<file path="src/rtl/alu_pkg.sv">
// Shared definitions for the RV32 ALU: default widths and the 3-bit operation encoding.
package alu_pkg;

  localparam int unsigned WIDTH      = 32;
  localparam int unsigned SHAMT_W    = 5;
  localparam int unsigned ALU_CTRL_W = 3;

  localparam logic [ALU_CTRL_W-1:0] ALU_ADD = 3'b000;
  localparam logic [ALU_CTRL_W-1:0] ALU_SUB = 3'b001;
  localparam logic [ALU_CTRL_W-1:0] ALU_AND = 3'b010;
  localparam logic [ALU_CTRL_W-1:0] ALU_OR  = 3'b011;
  localparam logic [ALU_CTRL_W-1:0] ALU_XOR = 3'b100;
  localparam logic [ALU_CTRL_W-1:0] ALU_SLT = 3'b101;
  localparam logic [ALU_CTRL_W-1:0] ALU_SLL = 3'b110;
  localparam logic [ALU_CTRL_W-1:0] ALU_SRL = 3'b111;

endpackage

</file>
<file path="src/rtl/rv_alu_comb.sv">
// Purely combinational ALU datapath: one shared adder serves ADD, SUB and SLT.
module rv_alu_comb #(
  parameter int unsigned WIDTH   = alu_pkg::WIDTH,
  parameter int unsigned SHAMT_W = alu_pkg::SHAMT_W
) (
  input  logic [WIDTH-1:0]                 a,
  input  logic [WIDTH-1:0]                 b,
  input  logic [alu_pkg::ALU_CTRL_W-1:0]   alu_ctrl,
  output logic [WIDTH-1:0]                 result_c,
  output logic                             carry_c,
  output logic                             overflow_c
);
  import alu_pkg::*;

  localparam int unsigned SUM_W = WIDTH + 1;

  logic               w_sub;
  logic [WIDTH-1:0]   w_b_op;
  logic [SUM_W-1:0]   w_sum;
  logic               w_ovf;
  logic               w_lt;
  logic [SHAMT_W-1:0] w_shamt;

  // SUB and SLT both need a - b = a + ~b + 1
  assign w_sub   = (alu_ctrl == ALU_SUB) || (alu_ctrl == ALU_SLT);
  assign w_b_op  = w_sub ? ~b : b;
  assign w_sum   = {1'b0, a} + {1'b0, w_b_op} + SUM_W'(w_sub);
  assign w_ovf   = (a[WIDTH-1] == w_b_op[WIDTH-1]) && (w_sum[WIDTH-1] != a[WIDTH-1]);
  assign w_lt    = w_sum[WIDTH-1] ^ w_ovf;
  assign w_shamt = b[SHAMT_W-1:0];

  always_comb begin
    result_c   = '0;
    carry_c    = 1'b0;
    overflow_c = 1'b0;
    case (alu_ctrl)
      ALU_ADD, ALU_SUB: begin
        result_c   = w_sum[WIDTH-1:0];
        carry_c    = w_sum[WIDTH];
        overflow_c = w_ovf;
      end
      ALU_AND: result_c = a & b;
      ALU_OR:  result_c = a | b;
      ALU_XOR: result_c = a ^ b;
      ALU_SLT: result_c = WIDTH'(w_lt);
      ALU_SLL: result_c = a << w_shamt;
      ALU_SRL: result_c = a >> w_shamt;
      default: result_c = '0;
    endcase
  end

endmodule

</file>
<file path="src/rtl/rv_alu.sv">
// Registered RV32 ALU: one-cycle latency result with zero/negative/carry/overflow and valid strobe.
module rv_alu #(
  parameter int unsigned WIDTH   = alu_pkg::WIDTH,
  parameter int unsigned SHAMT_W = alu_pkg::SHAMT_W
) (
  input  logic                           clk,
  input  logic                           rst,
  input  logic                           in_valid,
  input  logic [WIDTH-1:0]               a,
  input  logic [WIDTH-1:0]               b,
  input  logic [alu_pkg::ALU_CTRL_W-1:0] alu_ctrl,
  output logic [WIDTH-1:0]               result,
  output logic                           zero,
  output logic                           negative,
  output logic                           carry,
  output logic                           overflow,
  output logic                           out_valid
);

  logic [WIDTH-1:0] w_result;
  logic             w_carry;
  logic             w_overflow;

  logic [WIDTH-1:0] r_result;
  logic             r_zero;
  logic             r_negative;
  logic             r_carry;
  logic             r_overflow;
  logic             r_out_valid;

  rv_alu_comb #(
    .WIDTH   (WIDTH),
    .SHAMT_W (SHAMT_W)
  ) u_comb (
    .a          (a),
    .b          (b),
    .alu_ctrl   (alu_ctrl),
    .result_c   (w_result),
    .carry_c    (w_carry),
    .overflow_c (w_overflow)
  );

  // Capture only on in_valid so don't-care operands never reach the outputs
  always_ff @(posedge clk or posedge rst) begin
    if (rst) begin
      r_result    <= '0;
      r_zero      <= 1'b1;
      r_negative  <= 1'b0;
      r_carry     <= 1'b0;
      r_overflow  <= 1'b0;
      r_out_valid <= 1'b0;
    end else begin
      r_out_valid <= in_valid;
      if (in_valid) begin
        r_result   <= w_result;
        r_zero     <= (w_result == '0);
        r_negative <= w_result[WIDTH-1];
        r_carry    <= w_carry;
        r_overflow <= w_overflow;
      end
    end
  end

  assign result    = r_result;
  assign zero      = r_zero;
  assign negative  = r_negative;
  assign carry     = r_carry;
  assign overflow  = r_overflow;
  assign out_valid = r_out_valid;

endmodule

</file>
<file path="config.mk">
export PLATFORM = sky130hd
export DESIGN_NAME = rv_alu
export DESIGN_NICKNAME = d
export VERILOG_FILES = /design/src/rtl/alu_pkg.sv /design/src/rtl/rv_alu_comb.sv /design/src/rtl/rv_alu.sv
export SDC_FILE = /design/constraint.sdc
export NUM_CORES = 1
export LEC_CHECK = 0
export CAP_MARGIN = 10
export CORE_AREA = 2 2 178 180
export DETAILED_ROUTE_END_ITERATION = 16
export DIE_AREA = 0 0 180 182
export PLACE_DENSITY = 0.48
export SETUP_SLACK_MARGIN = 0.1
export SYNTH_ARGS = -nofsm -noshare
export SYNTH_HDL_FRONTEND = slang
export SYNTH_SLANG_ARGS = --single-unit
export TNS_END_PERCENT = 10
</file>
<file path="constraint.sdc">
create_clock -name clk -period 2.7 [get_ports clk]
set_input_delay 0.54 -clock clk [delete_from_list [all_inputs] [get_ports clk]]
set_output_delay 0.54 -clock clk [all_outputs]
set_load 0.01 [all_outputs]
</file>
# Word-level counts from Yosys, hierarchy flattened
# Cells that the tools add are included.
[classes] n_addsub=2 n_mul=0 n_div=0 n_lt_le_gt_ge=0 eq_ne=9 shift=2 mux=4 bitwise_logic=5 n_reduce_logical=5
[op_table] cell="32-bit one-hot mux with 7 select lines" n=1
[op_table] cell="32-bit by 32-bit adder with 33-bit output" n=1
[op_table] cell="33-bit by 1-bit adder with 33-bit output" n=1
[op_table] cell="32-bit bitwise AND" n=1
[op_table] cell="32-bit zero test" n=1
[op_table] cell="32-bit two-way mux" n=1
[op_table] cell="32-bit inverter" n=1
[op_table] cell="32-bit OR" n=1
[op_table] cell="32-bit by 5-bit left shift with 32-bit output" n=1
[op_table] cell="32-bit by 5-bit >> shifter with 32-bit output" n=1
[op_table] cell="32-bit bitwise XOR" n=1
[op_table] cell="3-bit == test (second input constant)" n=4
[op_table] cell="3-bit by 2-bit == test with 1-bit output (second input constant)" n=2
[op_table] cell="3-bit by 1-bit == test with 1-bit output (second input constant)" n=1
[op_table] cell="3-bit zero test" n=1
[op_table] cell="1-bit two-way mux" n=2
[op_table] cell="2-bit OR reduction" n=1
[op_table] cell="1-bit == test" n=1
[op_table] cell="1-bit logical AND" n=1
[op_table] cell="1-bit logical OR" n=1
[op_table] cell="1-bit inequality test" n=1
[op_table] cell="1-bit bitwise XOR" n=1
[word_totals] reg_bits=37 latch_bits=0 mem_bits_rw=0 romBits=0 inputBits=70 output_inout_bits=37 word_cells=33 n_memories=0

# Logic depth before layout (Yosys ltp)
[logic_depth] depth_word=10 ltp_mapped=18 depth_no_buf=15

# Hierarchy
# Synthesis repeated with hierarchy kept, for this count alone.
[hier_totals] cells_unflattened=1097 area_unflattened_um2=8783.4
[by_module_without_submodules] mod="rv_alu_comb" n_inst=1 cells_per_inst=1008 area_per_inst_um2=7368.3 seq_area_each_um2=0.0
[by_module_without_submodules] mod="rv_alu" n_inst=1 cells_per_inst=89 area_per_inst_um2=1415.1 seq_area_each_um2=902.1

# Worst setup path before layout
# Ideal clock, no wire load.
[synth_timing] path_type="input-to-reg" startpoint="in alu_ctrl[1] in the netlist's numbering" endpoint="reg r_zero, in the netlist zero" setup_ps=70 arrival_ps=4471 required_ps=2630 path_slack_ps=-1841 stages=17 n_path_buf=3 cell_sequence="clkbuf_1 clkinv_1 nand2_1 buf_1 xnor2_1 ha_1 buf_6 a21o_1 a21o_1 a221o_1 o2111ai_4 a31oi_4 o311a_1 a22o_1 a2111oi_2 nand4_1 o2bb2ai_2"
[synth_between] elab_chain_cells=10 word_cells_on_any_way=19 classes_between="2 x add/sub; 9 x eq/ne; 2 x mux; 1 x bitwise; 5 x reduce/logical"
[synth_lines] element="start, declared" line_no="rv_alu.sv:11" text="input logic [alu_pkg::ALU_CTRL_W-1:0] alu_ctrl,"
[synth_lines] element="3-bit by 1-bit == test with 1-bit output or 3-bit == test (tied branches)" line_no="rv_alu_comb.sv:25, rv_alu_comb.sv:36"
[synth_lines] element="1-bit logical OR" line_no="rv_alu_comb.sv:25" text="assign w_sub = (alu_ctrl == ALU_SUB) || (alu_ctrl == ALU_SLT);"
[synth_lines] element="32-bit two-way mux" line_no="rv_alu_comb.sv:26" text="assign w_b_op = w_sub ? ~b : b;"
[synth_lines] element="32-bit by 32-bit adder with 33-bit output" line_no="rv_alu_comb.sv:27" text="assign w_sum = {1'b0, a} + {1'b0, w_b_op} + SUM_W'(w_sub);"
[synth_lines] element="33-bit by 1-bit adder with 33-bit output" line_no="rv_alu_comb.sv:27"
[synth_lines] element="1-bit inequality test" line_no="rv_alu_comb.sv:28" text="assign w_ovf = (a[WIDTH-1] == w_b_op[WIDTH-1]) && (w_sum[WIDTH-1] != a[WIDTH-1]);"
[synth_lines] element="1-bit logical AND" line_no="rv_alu_comb.sv:28"
[synth_lines] element="1-bit bitwise XOR" line_no="rv_alu_comb.sv:29" text="assign w_lt = w_sum[WIDTH-1] ^ w_ovf;"
[synth_lines] element="32-bit one-hot mux with 7 select lines *" line_no="rv_alu_comb.sv:36" text="case (alu_ctrl)"
[synth_lines] element="32-bit zero test *" line_no="rv_alu.sv:56" text="r_zero <= (w_result == '0);"
[synth_lines] element="end signal, assigned" line_no="rv_alu.sv:56"
[synth_lines] element="end, declared" line_no="rv_alu.sv:25" text="logic r_zero;"
# Mark *: on every way between the ends. The rest lies on a longest branch, timed or not.
# A chain may end at the register's enable or synchronous reset.

# Worst setup path in the final report
# Ends and elaborated chain as after synthesis.

==> impl_metrics.tcl <==
set metrics [dict create \
    synth_most_common_cell "nand2_1" \
    dpl.cell_count 1988 \
    h-tree-depth 2 \
    seq_area_frac_synth_pct 9.89 \
    required_ns 2.91 \
    failed_checks "setup timing" \
    setup_slack_ns -0.973 \
    cts_tree "built" \
    die-width_um 180 \
    grtUsageTotal_pct 28.0 \
    syn_nets 1307 \
    fmax_mhz 272 \
    antenna_found_initial 0 \
    stdcell_area_sq_um 14500 \
    ios 107 \
    insertion_delay_ns 0.28 \
    reg2reg_to "result[31]$_DFFE_PP0P_" \
    dp_hpwl_mm 38.7 \
    power_frac_comb_pct 73.4 \
    drt_iter0_drc 923 \
    rr_startpoint "result[31]$_DFFE_PP0P_" \
    grt_pass1_vias 11164 \
    ys_types 97 \
    synth_edf_count 0 \
    ir_drop_mv 0.263 \
    skew_ns 0 \
    finalNetCount 1775 \
    overflow 0 \
    p_seq_share_pct 14.3 \
    place.gp.congestion 1.02 \
    maxCapViolCount 0 \
    finalCritPeriodShare_pct 136 \
    crit_chain "buf_8 -> clkinv_8 -> nand2_8 -> buf_6 -> xnor2_2 -> ha_2 -> a21o_1 -> a21o_1 -> a221o_2 -> o2111ai_4 -> a31oi_4 -> buf_6 -> o311a_1 -> a22o_1 -> a2111oi_4 -> nand4_1 -> o2bb2ai_2" \
    clock_path_buffers 2 \
    p_per_area_nw_per_um2 328 \
    grt_max_degree 59 \
    start_util_pct 29.4 \
    synthFlopType "dfrtp_1" \
    crit_fanout 7 \
    holdCritPathClass "reg -> reg" \
    totalPowerFinal_w 0.00476 \
    relSlewSlack_pct 56.7 \
    ant_nets 0 \
    io_buffer_count 106 \
    fin_cells 2010 \
    worst_setup_path_end_kind "register" \
    startpoint_type "input pin" \
    worstSetupPathType "in -> reg" \
    placedInstanceArea_sq_um 13500 \
    drc 0 \
    place_ws_ns -2.00 \
    drv_slew 0 \
    swShare_pct 42.2 \
    yosys-top-cells-count "108 x nand2_1, 97 x ha_1, 97 x nor2_1, 72 x inv_1, 66 x a21oi_1" \
    cpMaxStageDelayCell "a221o_2" \
    avgSynthCellArea_sq_um 8.01 \
    ys_warn_count 0 \
    yosys-top-cells-area "ha_1 13%, mux4_2 11%, dfrtp_1 9.6%, mux2_2 5.2%, mux2i_1 4.5%" \
    rrSetupSlack_ns 1.92 \
    core-area_sq_um 31000 \
    holdWs_ns 0.483 \
    crit_start "alu_ctrl[1]" \
    status "finished with violations" \
    tightestPinTransition_ns 0.649 \
    dieArea_sq_um 32800 \
    syn_inst 1139 \
    setup_viol 31 \
    diodes 0 \
    hold_viol_final 0 \
    clock-root-buffer "clkbuf_16" \
    vias_per_cell 5.53 \
    postCtsHoldBufs 0 \
    p_int_w 0.00275 \
    max_stage_delay_ns 0.43 \
    async_reset_ff_share_pct 100 \
    p_switching_w 0.00201 \
    ys_ff_latch 36 \
    fin_crit_ns 3.67 \
    area_growth_pct 58.9 \
    worstRegToRegCells 1 \
    synth_top_area_cell "ha_1" \
    rsz0062_at_grt "yes" \
    cts_buffers 5 \
    grt_pass1_wl_mm 70.1 \
    p_clk_share_pct 12.3 \
    drive_gt1_share_pct 40.7 \
    firstDrtPassIters 5 \
    post_drt_wl_per_cell_um 23.1 \
    cp.arrival_ns 3.89 \
    leakagePower_nw 6.68 \
    drt-total-wl_mm 46.4 \
    synth_top_area_share_pct 13.3 \
    vias 11123 \
    synthesis.area_sq_um 9120 \
    num_rows 65 \
    crit_end "zero$_DFFE_PP1P_" \
    clkTransAtPathRegs_ns 0.06 \
    clkSinkCount 36 \
    fp.dieH_um 182 \
]
## cells in the final DEF, fill, tap and decap left out, drive strengths merged, types with 7 or more instances in the layout
cell | netlist | final
nand4 | 10 | 10
xnor2 | 42 | 42
a31oi | 13 | 13
inv | 75 | 75
o21ai | 68 | 68
a21o | 23 | 23
mux2 | 42 | 42
nand2 | 109 | 109
dlygate4sd2 | 0 | 22
nor3 | 22 | 22
a221oi | 7 | 7
buf | 40 | 444
o221ai | 10 | 10
nor2 | 97 | 97
clkdlybuf4s50 | 0 | 70
ha | 97 | 97
o211ai | 22 | 22
a211oi | 24 | 24
o21a | 9 | 9
a22oi | 29 | 29
dfrtp | 35 | 35
nand3 | 22 | 22
mux2i | 41 | 41
mux4 | 44 | 44
o22ai | 22 | 22
a21oi | 67 | 67
## what timing repair did
item / in CTS / in global routing
setup endpoints to repair: 35 / 35
gates resized for setup: 144 / 50
setup buffers: 12 / 2
pin swaps: 49 / 32
## flip-flops by register name (all words and copies together) (netlist names)
name and flops:
carry 1, zero 1, result 32, overflow 1
out_valid 1
## critical path, delay by kind of cell
kind	cells	cell delay (ns)
buffers and inverters	4	0.43
XOR/XNOR	1	0.12
AO/OA/AOI/OAI	9	2.35
adder cells (fa/ha/maj)	1	0.19
AND/OR/NAND/NOR	2	0.26
## cell families after synthesis
| family | share of synthesized area (%) |
|---|---|
| xor gates and xnor gates | 4.42 |
| and+or+nand+nor | 15.9 |
| adders and majority gates | 13.5 |
| DFF | 9.89 |
| buffers and inverters | 8.15 |
| muxes | 20.5 |
| AOI/OAI and AO/OA | 27.6 |
## metrics by stage
stage	util [%]	TNS [ns]
floorplan	-	-18.31
global placement	43.6	-42.10
detailed placement	43.6	-43.59
CTS	46.0	-12.74
global route	46.8	-16.24
finish	46.8	-12.45
## cell type report
cell class                 count  area [sq um]
clock buffer                   6           139
sequential                    36           902
clock inverter                 2          10.0
timing repair buffer         544          4510
tap                          402           503
multi-input combinational    943          8130
inverter                      77           302
fill                        3092         16500
## worst min-delay path by stage
stage / start / endpoint / slack (ns) / depth (start not counted)
finish: result[2]$_DFFE_PP0P_ / result[2]$_DFFE_PP0P_ / 0.48 / 2
global route: result[2]$_DFFE_PP0P_ / result[2]$_DFFE_PP0P_ / 0.51 / 2
CTS: result[2]$_DFFE_PP0P_ / result[2]$_DFFE_PP0P_ / 0.49 / 2
detailed placement: result[2]$_DFFE_PP0P_ / result[2]$_DFFE_PP0P_ / 0.47 / 2
global placement: result[2]$_DFFE_PP0P_ / result[2]$_DFFE_PP0P_ / 0.47 / 2
floorplan: zero$_DFFE_PP1P_ / zero$_DFFE_PP1P_ / 0.48 / 1
## layer usage
layer	vias to the layer above	share of wire [%]	track usage, %
met5	-	0	0
met4	0	5.0	12.7
met3	79	5.7	2.81
li1	5239	-	-
met1	5358	44	37.9
met2	447	46	45.1
## power by group through the flow
stage	clock network [W]	registers, W	logic (W)
detailed placement	0	0.000691	0.00318
finish	0.000585	0.000680	0.00350
global route	0.000630	0.000692	0.00375
global placement	0	0.000689	0.00317
floorplan	0	0.000724	0.00146
CTS	0.000601	0.000682	0.00339
(Power assumes the default switching activity.)
